`src/rtl/sreg_pkg.sv`:
```
`default_nettype none
// ==== sreg_pkg: shared types and widths for the scalar register file port ====
// ==== Rev 1.0                                                              ====
package sreg_pkg;

    localparam int SREG_ADDR_W = 3;
    localparam int SREG_DATA_W = 16;
    localparam int SREG_BYTE_W = 8;

    localparam logic OP_WRITE = 1'b0;
    localparam logic OP_READ  = 1'b1;

    typedef enum logic [2:0] {
        ST_IDLE    = 3'd0,
        ST_SETUP   = 3'd1,
        ST_WR_LO   = 3'd2,
        ST_WR_HI   = 3'd3,
        ST_RD_WAIT = 3'd4,
        ST_HOLD    = 3'd5,
        ST_RSP     = 3'd6
    } sreg_state_e;

    function automatic int max3(input int a, input int b, input int c);
        int m;
        m = (a > b) ? a : b;
        return (m > c) ? m : c;
    endfunction

endpackage
`default_nettype wire

```
`src/rtl/sreg_access_ctrl.sv`:
```
`default_nettype none
// ==== sreg_access_ctrl: valid/ready requests to 8x16 register file access sequence ====
// ==== Rev 1.0                                                                      ====
module sreg_access_ctrl
    import sreg_pkg::*;
#(
    parameter int SETUP_CYC = 1,
    parameter int READ_LAT  = 2,
    parameter int HOLD_CYC  = 1
) (
    input  logic                   Clk,
    input  logic                   Rst_n,
    input  logic                   req_valid,
    output logic                   req_ready,
    input  logic                   req_op,
    input  logic [SREG_ADDR_W-1:0] req_addr,
    input  logic [SREG_DATA_W-1:0] req_wdata,
    output logic                   rsp_valid,
    input  logic                   rsp_ready,
    output logic [SREG_DATA_W-1:0] rsp_data,
    output logic [SREG_ADDR_W-1:0] Addr,
    output logic                   RD,
    output logic                   WR_l,
    output logic                   WR_h,
    output logic [SREG_BYTE_W-1:0] DataIn,
    input  logic [SREG_DATA_W-1:0] DataOut
);

    localparam int CNT_MAX = max3(SETUP_CYC, READ_LAT, HOLD_CYC);
    localparam int CNT_W   = $clog2(CNT_MAX + 1);

    localparam logic [CNT_W-1:0] c_CNT_ONE   = CNT_W'(1);
    localparam logic [CNT_W-1:0] c_LD_SETUP  = CNT_W'(SETUP_CYC);
    localparam logic [CNT_W-1:0] c_LD_READ   = CNT_W'(READ_LAT);
    localparam logic [CNT_W-1:0] c_LD_HOLD   = CNT_W'(HOLD_CYC);

    sreg_state_e            r_state;
    sreg_state_e            w_state_nxt;
    logic [CNT_W-1:0]       r_cnt;
    logic [CNT_W-1:0]       w_cnt_nxt;
    logic                   w_cnt_last;
    logic                   w_accept;

    logic                   r_op;
    logic [SREG_DATA_W-1:0] r_wdata;
    logic                   r_req_ready;
    logic                   r_rsp_valid;
    logic [SREG_DATA_W-1:0] r_rsp_data;
    logic [SREG_ADDR_W-1:0] r_addr;
    logic                   r_rd;
    logic                   r_wr_l;
    logic                   r_wr_h;
    logic [SREG_BYTE_W-1:0] r_din;

    logic                   w_op_nxt;
    logic [SREG_DATA_W-1:0] w_wdata_nxt;
    logic                   w_req_ready_nxt;
    logic                   w_rsp_valid_nxt;
    logic [SREG_DATA_W-1:0] w_rsp_data_nxt;
    logic [SREG_ADDR_W-1:0] w_addr_nxt;
    logic                   w_rd_nxt;
    logic                   w_wr_l_nxt;
    logic                   w_wr_h_nxt;
    logic [SREG_BYTE_W-1:0] w_din_nxt;

    assign w_cnt_last = (r_cnt == c_CNT_ONE);
    assign w_accept   = (r_state == ST_IDLE) && req_valid;

    always_ff @(posedge Clk or negedge Rst_n) begin
        if (!Rst_n) begin
            r_state     <= ST_IDLE;
            r_cnt       <= '0;
            r_op        <= OP_WRITE;
            r_wdata     <= '0;
            r_req_ready <= 1'b1;
            r_rsp_valid <= 1'b0;
            r_rsp_data  <= '0;
            r_addr      <= '0;
            r_rd        <= 1'b0;
            r_wr_l      <= 1'b0;
            r_wr_h      <= 1'b0;
            r_din       <= '0;
        end else begin
            r_state     <= w_state_nxt;
            r_cnt       <= w_cnt_nxt;
            r_op        <= w_op_nxt;
            r_wdata     <= w_wdata_nxt;
            r_req_ready <= w_req_ready_nxt;
            r_rsp_valid <= w_rsp_valid_nxt;
            r_rsp_data  <= w_rsp_data_nxt;
            r_addr      <= w_addr_nxt;
            r_rd        <= w_rd_nxt;
            r_wr_l      <= w_wr_l_nxt;
            r_wr_h      <= w_wr_h_nxt;
            r_din       <= w_din_nxt;
        end
    end

    // Timed states load the counter on entry and leave when it reaches 1.
    always_comb begin
        w_state_nxt = r_state;
        w_cnt_nxt   = r_cnt;
        case (r_state)
            ST_IDLE: begin
                if (req_valid) begin
                    w_state_nxt = ST_SETUP;
                    w_cnt_nxt   = c_LD_SETUP;
                end
            end
            ST_SETUP: begin
                if (w_cnt_last) begin
                    if (r_op == OP_WRITE) begin
                        w_state_nxt = ST_WR_LO;
                        w_cnt_nxt   = '0;
                    end else begin
                        w_state_nxt = ST_RD_WAIT;
                        w_cnt_nxt   = c_LD_READ;
                    end
                end else begin
                    w_cnt_nxt = r_cnt - c_CNT_ONE;
                end
            end
            ST_WR_LO: begin
                w_state_nxt = ST_WR_HI;
            end
            ST_WR_HI: begin
                w_state_nxt = ST_HOLD;
                w_cnt_nxt   = c_LD_HOLD;
            end
            ST_RD_WAIT: begin
                if (w_cnt_last) begin
                    w_state_nxt = ST_HOLD;
                    w_cnt_nxt   = c_LD_HOLD;
                end else begin
                    w_cnt_nxt = r_cnt - c_CNT_ONE;
                end
            end
            ST_HOLD: begin
                if (w_cnt_last) begin
                    w_state_nxt = ST_RSP;
                    w_cnt_nxt   = '0;
                end else begin
                    w_cnt_nxt = r_cnt - c_CNT_ONE;
                end
            end
            ST_RSP: begin
                if (rsp_ready) begin
                    w_state_nxt = ST_IDLE;
                end
            end
            default: begin
                w_state_nxt = ST_IDLE;
                w_cnt_nxt   = '0;
            end
        endcase
    end

    // Outputs are decoded from the next state so every port comes straight from a flop.
    always_comb begin
        w_op_nxt        = r_op;
        w_wdata_nxt     = r_wdata;
        w_addr_nxt      = r_addr;
        w_din_nxt       = r_din;
        w_rsp_data_nxt  = r_rsp_data;
        w_req_ready_nxt = (w_state_nxt == ST_IDLE);
        w_rsp_valid_nxt = (w_state_nxt == ST_RSP);
        w_rd_nxt        = (w_state_nxt == ST_RD_WAIT);
        w_wr_l_nxt      = (w_state_nxt == ST_WR_LO);
        w_wr_h_nxt      = (w_state_nxt == ST_WR_HI);

        if (w_accept) begin
            w_op_nxt    = req_op;
            w_wdata_nxt = req_wdata;
            w_addr_nxt  = req_addr;
        end

        case (w_state_nxt)
            ST_WR_LO: w_din_nxt = r_wdata[SREG_BYTE_W-1:0];
            ST_WR_HI: w_din_nxt = r_wdata[SREG_DATA_W-1:SREG_BYTE_W];
            default:  w_din_nxt = r_din;
        endcase

        if ((r_state == ST_RD_WAIT) && w_cnt_last) begin
            w_rsp_data_nxt = DataOut;
        end else if (r_state == ST_WR_HI) begin
            w_rsp_data_nxt = r_wdata;
        end
    end

    assign req_ready = r_req_ready;
    assign rsp_valid = r_rsp_valid;
    assign rsp_data  = r_rsp_data;
    assign Addr      = r_addr;
    assign RD        = r_rd;
    assign WR_l      = r_wr_l;
    assign WR_h      = r_wr_h;
    assign DataIn    = r_din;

endmodule
`default_nettype wire

```
`config.mk`:
```
export PLATFORM = sky130hd
export DESIGN_NAME = sreg_access_ctrl
export DESIGN_NICKNAME = d
export VERILOG_FILES = /design/src/rtl/sreg_pkg.sv /design/src/rtl/sreg_access_ctrl.sv
export SDC_FILE = /design/constraint.sdc
export NUM_CORES = 1
export LEC_CHECK = 0
export CAP_MARGIN = 10
export CORE_MARGIN = 3
export CORE_UTILIZATION = 45
export DETAILED_ROUTE_END_ITERATION = 10
export PLACE_DENSITY = 0.8
export SLEW_MARGIN = 5
export SYNTH_ARGS = -nofsm -noshare
export SYNTH_HDL_FRONTEND = slang
export SYNTH_SLANG_ARGS = --single-unit
```
`constraint.sdc`:
```
create_clock -name Clk -period 3.9 [get_ports Clk]
set_input_delay 0.78 -clock Clk [delete_from_list [all_inputs] [get_ports Clk]]
set_output_delay 0.78 -clock Clk [all_outputs]
set_load 0.1 [all_outputs]
```
# Word-level counts from Yosys, hierarchy flattened

Cells that the tools add are included.

Memories kept: 0
Output and inout port bits: 32
Register bits after elaboration: 54
Bits in writable memories: 0
Bits in read-only memories: 0
Bits in latches: 0

Multipliers: 0
Magnitude comparators: 0
Reductions and logical operators: 8
Bitwise logic cells: 1
Divide/modulo/power cells: 0
Add/subtract/negate cells: 1
Mux-type cells: 16
Equality and inequality tests: 12
Shift operators: 0

Operators with widths:

| kind                                                                   | count |
|---|---|
| 16-bit 2-to-1 mux                                                      | 2 |
| 3-bit case mux with 7 select lines                                     | 1 |
| 3-bit 2-to-1 mux                                                       | 6 |
| 8-bit case mux with 2 select lines                                     | 1 |
| 3-bit equality test (second input constant)                            | 5 |
| 3-bit by 2-bit equality test with 1-bit output (second input constant) | 4 |
| 2-bit case mux with 6 select lines                                     | 1 |
| 2-bit 2-to-1 mux                                                       | 5 |
| 3-bit logical NOT                                                      | 2 |
| 2-bit nonzero test                                                     | 2 |
| 3-bit by 1-bit equality test with 1-bit output (second input constant) | 1 |
| 2-bit by 1-bit equality test with 1-bit output (second input constant) | 1 |
| 1-bit logical AND                                                      | 2 |
| 2-bit inequality test (second input constant)                          | 1 |
| 2-bit AND reduction                                                    | 1 |
| 2-bit OR reduction                                                     | 1 |
| 2-bit by 1-bit subtractor with 2-bit output (second input constant)    | 1 |
| 1-bit inverter                                                         | 1 |

# Longest topological paths before layout

Word-level depth: 5
Depth in mapped cells: 8
Gate-level depth less buffers: 7

# Least setup slack after synthesis

No wires, ideal clock.

Path type: reg2reg
From: reg r_cnt[1]
To: reg r_din[0] (netlist: DataIn[0])
Cell stages (with the launch flop): 9
Buffers on the path: 1
Arrival time: 1547 ps
Path slack: 2220 ps
Path through: dfrtp_1 inv_1 ha_1 or3b_1 a21oi_2 o21ai_2 buf_6 nand2_1 o21ai_1

Longest elaborated chain between the ends: 5
Elaborated cells between the ends (all ways): 9

Ends and longest elaborated chain:

| element                                                                  | line                                                                      | source |
|---|---|---|
| start, declared                                                          | sreg_access_ctrl.sv:39                                                    | `logic [CNT_W-1:0] r_cnt;` |
| start signal, assigned                                                   | sreg_access_ctrl.sv:85                                                    | `r_cnt <= w_cnt_nxt;` |
| 2-bit by 1-bit equality test with 1-bit output *                         | sreg_access_ctrl.sv:66                                                    | `assign w_cnt_last = (r_cnt == c_CNT_ONE);` |
| 3-bit 2-to-1 mux (on tied branches)                                      | sreg_access_ctrl.sv:139, sreg_access_ctrl.sv:111, sreg_access_ctrl.sv:131 |  |
| 3-bit case mux with 7 select lines *                                     | sreg_access_ctrl.sv:103                                                   | `case (r_state)` |
| 3-bit by 2-bit equality test with 1-bit output                           | sreg_access_ctrl.sv:177                                                   | `case (w_state_nxt)` |
| 8-bit case mux with 2 select lines or 2-bit nonzero test (tied branches) | n/a                                                                       |  |
| end signal, assigned                                                     | sreg_access_ctrl.sv:95                                                    | `r_din <= w_din_nxt;` |
| end, declared                                                            | sreg_access_ctrl.sv:53                                                    | `logic [SREG_BYTE_W-1:0] r_din;` |

Mark *: on every way between the ends. The rest lies on a longest branch, timed or not.
A chain may end at the register's enable or synchronous reset.

# Worst setup path in the final report

From: reg r_req_ready (netlist: req_ready)
To: out req_ready

RTL lines:

| element                | line                   | source |
|---|---|---|
| start, declared        | sreg_access_ctrl.sv:46 | `logic r_req_ready;` |
| start signal, assigned | sreg_access_ctrl.sv:88 | `r_req_ready <= w_req_ready_nxt;` |
| end, declared          | sreg_access_ctrl.sv:14 | `output logic req_ready,` |

No word-level cell between the ends.

==> impl_metrics.sql <==
INSERT INTO impl_metrics (metric_group, metric, value, unit) VALUES
('global_routing', 'grt_start_max_net_pins', '31', ''),
('detailed_routing', 'detail_route.vias_per_cell', '5.17', ''),
('detailed_routing', 'dr_drc_count', '0', ''),
('die', 'fp-row-count', '25', ''),
('global_routing', 'grt_pass1_wl', '8.85', 'mm'),
('critical_path', 'slowest_stage', 'sky130_fd_sc_hd__clkdlybuf4s50_1', ''),
('critical_path', 'setup.worst_path.class', 'register to primary output', ''),
('global_routing', 'grt_util_all_layers', '18.3', '%'),
('critical_path', 'cp_cell_sequence', 'clkdlybuf4s50_1', ''),
('critical_path', 'reg2reg_to', 'rsp_data[8]', ''),
('sta', 'setup_violations', '0', ''),
('sta', 'clock_skew', '0.00634', 'ns'),
('synthesis', 'synth_top_cell_by_area', 'sky130_fd_sc_hd__dfrtp_1', ''),
('synthesis', 'synth_ff_type', 'sky130_fd_sc_hd__dfrtp_1', ''),
('sta', 'timing.slew.headroom', '32.4', '%'),
('clock_network', 'tritoncts.num_buffers', '5', ''),
('detailed_routing', 'drt_first_iter_violations', '85', ''),
('synthesis', 'post_synth_num_cell_types', '36', ''),
('layout', 'post_route_cells_drive_above_1_share', '14.1', '%'),
('sta', 'timing_max_transition_violations_final', '0', ''),
('sta', 'worst_slew_pin_slew', '1.01', 'ns'),
('critical_path', 'required', '3.12', 'ns'),
('synthesis', 'synthMostInstantiatedCell', 'sky130_fd_sc_hd__dfrtp_1', ''),
('critical_path', 'critPathCaptureType', 'primary output', ''),
('die', 'die_width', '78.7', 'µm'),
('synthesis', 'synthDominantCellAreaShare', '55.8', '%'),
('clock_network', 'post_cts_resized', '0', ''),
('critical_path', 'timing.critical_path.depth', '1', ''),
('detailed_routing', 'detailroute.via_count', '1780', ''),
('critical_path', 'r2r_slack', '1.85', 'ns'),
('global_routing', 'grt_antenna_before_repair', '0', ''),
('synthesis', 'share_of_synthesized_area_occupied_by_flip_flops_and_latches', '56.9', '%'),
('die', 'die_h', '78.7', 'µm'),
('critical_path', 'crit_family', 'buffers and inverters', ''),
('critical_path', 'worst_setup_path_start_kind', 'register', ''),
('clock_network', 'clock_tree.buffer_depth', '2', ''),
('critical_path', 'timing.reg2reg.worst_path_depth', '4', ''),
('sta', 'timing.final.crit_period', '2.72', 'ns'),
('clock_network', 'cts.reportedPaths.clkPinSlew', '0.09', 'ns'),
('outcome', 'status', 'finished clean', ''),
('layout', 'area_growth_syn_to_layout', '34.5', '%'),
('critical_path', 'path_buf_inv', '1', ''),
('synthesis', 'netlist_top_cells_area', 'sky130_fd_sc_hd__dfrtp_1, sky130_fd_sc_hd__mux2_2, sky130_fd_sc_hd__nand2_1, sky130_fd_sc_hd__a22oi_1, sky130_fd_sc_hd__mux2i_1', ''),
('synthesis', 'syn_area_per_cell', '11.5', 'µm²'),
('synthesis', 'share_of_flip_flops_with_an_asynchronous_set_or_reset', '100', '%'),
('clock_network', 'insertion_delay', '0.30', 'ns'),
('clock_network', 'cts.root.buffer_cell', 'sky130_fd_sc_hd__clkbuf_8', ''),
('critical_path', 'crit_path_start', 'req_ready', ''),
('clock_network', 'clock-sinks', '54', ''),
('critical_path', 'worst_ep_arrival_time', '1.94', 'ns'),
('clock_network', 'cts.hold.buffers_added', '0', ''),
('global_routing', 'vias_in_the_first_global_route', '1810', ''),
('sta', 'rsz0062_at_grt', 'no', ''),
('placement', 'dp.final_hpwl', '3.81', 'mm'),
('critical_path', 'worst_setup_path_endpoint', 'req_ready', ''),
('synthesis', 'postSynthRegisterBits', '54', ''),
('detailed_routing', 'detail_route.wirelength', '5.35', 'mm'),
('synthesis', 'synthesis.yosys.warnings', '0', ''),
('layout', 'antennaDiodeCount', '0', ''),
('layout', 'design.final.nets', '319', ''),
('clock_network', 'tritoncts', 'built', ''),
('synthesis', 'syn-instance-count', '207', ''),
('clock_network', 'clock_tree.htree_level_count', '2', ''),
('synthesis', 'synth_fp_nets', '250', ''),
('synthesis', 'ys_top_cells_by_count', 'sky130_fd_sc_hd__dfrtp_1, sky130_fd_sc_hd__nand2_1, sky130_fd_sc_hd__mux2_2', ''),
('die', 'io_pins', '72', ''),
('clock_network', 'postCtsSetupRepairBufs', '0', ''),
('detailed_routing', 'avgRoutedWirePerCell', '15.6', 'µm'),
('sta', 'finalSetupTns', '0', 'ns'),
('sta', 'fin_crit_sh', '69.8', '%'),
('critical_path', 'critPathMaxFanout', '1', '');
cells in the final DEF, fill, tap and decap left out, types with 2 or more instances in the layout:
cell type	n
sky130_fd_sc_hd__a21oi_1	3
sky130_fd_sc_hd__a22oi_1	16
sky130_fd_sc_hd__buf_4	2
sky130_fd_sc_hd__clkbuf_8	6
sky130_fd_sc_hd__clkdlybuf4s50_1	70
sky130_fd_sc_hd__dfrtp_1	53
sky130_fd_sc_hd__ha_1	3
sky130_fd_sc_hd__inv_1	6
sky130_fd_sc_hd__mux2_2	19
sky130_fd_sc_hd__mux2i_1	8
sky130_fd_sc_hd__nand2_1	46
sky130_fd_sc_hd__nand3_1	2
sky130_fd_sc_hd__nor2_1	11
sky130_fd_sc_hd__o21ai_1	8
logic make-up after synthesis:
| kind of cell | after synthesis | synth area share (%) |
|---|---|---|
| buffers and inverters | 17 | 4.68 |
| DFF | 54 | 56.9 |
| adders and majority gates | 3 | 1.58 |
| and+or+nand+nor | 68 | 13.0 |
| AOI/OAI and AO/OA | 37 | 11.0 |
| muxes | 28 | 12.8 |
area by class of cell:
cell class | count | area [µm²]
clock buffer | 6 | 82.6
clock inverter | 2 | 12.5
fill | 419 | 1710
inverter | 6 | 22.5
multi-input combinational | 136 | 923
sequential | 54 | 1350
tap | 67 | 83.8
timing repair buffer | 73 | 721
how the worst min path moves through the flow:
stage | from | endpoint | slack, ns | cells past startpoint
floorplan | r_cnt[1] | r_cnt[1] | 0.47 | 2
global placement | rsp_data[13] | rsp_data[13] | 0.46 | 2
detailed placement | rsp_data[7] | rsp_data[7] | 0.46 | 2
CTS | rsp_data[7] | rsp_data[7] | 0.48 | 2
global route | rsp_data[11] | rsp_data[11] | 0.50 | 2
finish | rsp_data[7] | rsp_data[7] | 0.48 | 2
state kept, by name, summed over array words and instances (netlist names):
name	count
rsp_data	16
WR_l	1
req_ready	1
r_op	1
r_wdata	16
DataIn	8
RD	1
r_cnt	2
rsp_valid	1
Addr	3
r_state	3
WR_h	1
through the flow:
step	utilization (%)	area (µm²)	hold slack [ns]	setup WS, ns	instances
2_1_floorplan	-	2380	0.475	2.22	207
3_3_place_gp	63.2	3100	0.460	1.51	336
3_5_place_dp	63.2	3100	0.461	1.51	336
4_1_cts	65.1	3200	0.483	1.16	344
5_1_grt	65.1	3200	0.503	1.14	344
6_report	65.1	3200	0.478	1.18	344
per-layer routing:
metal	global-route usage, %	up-vias	wire length (µm)
met5	0	-	0
met4	5.24	0	37
met3	5.90	4	344
met2	31.1	46	2730
met1	22.4	876	2250
li1	-	854	-
Power is not shown: default switching activity piles up to over one toggle a cycle in this logic, so the estimate is an artifact.
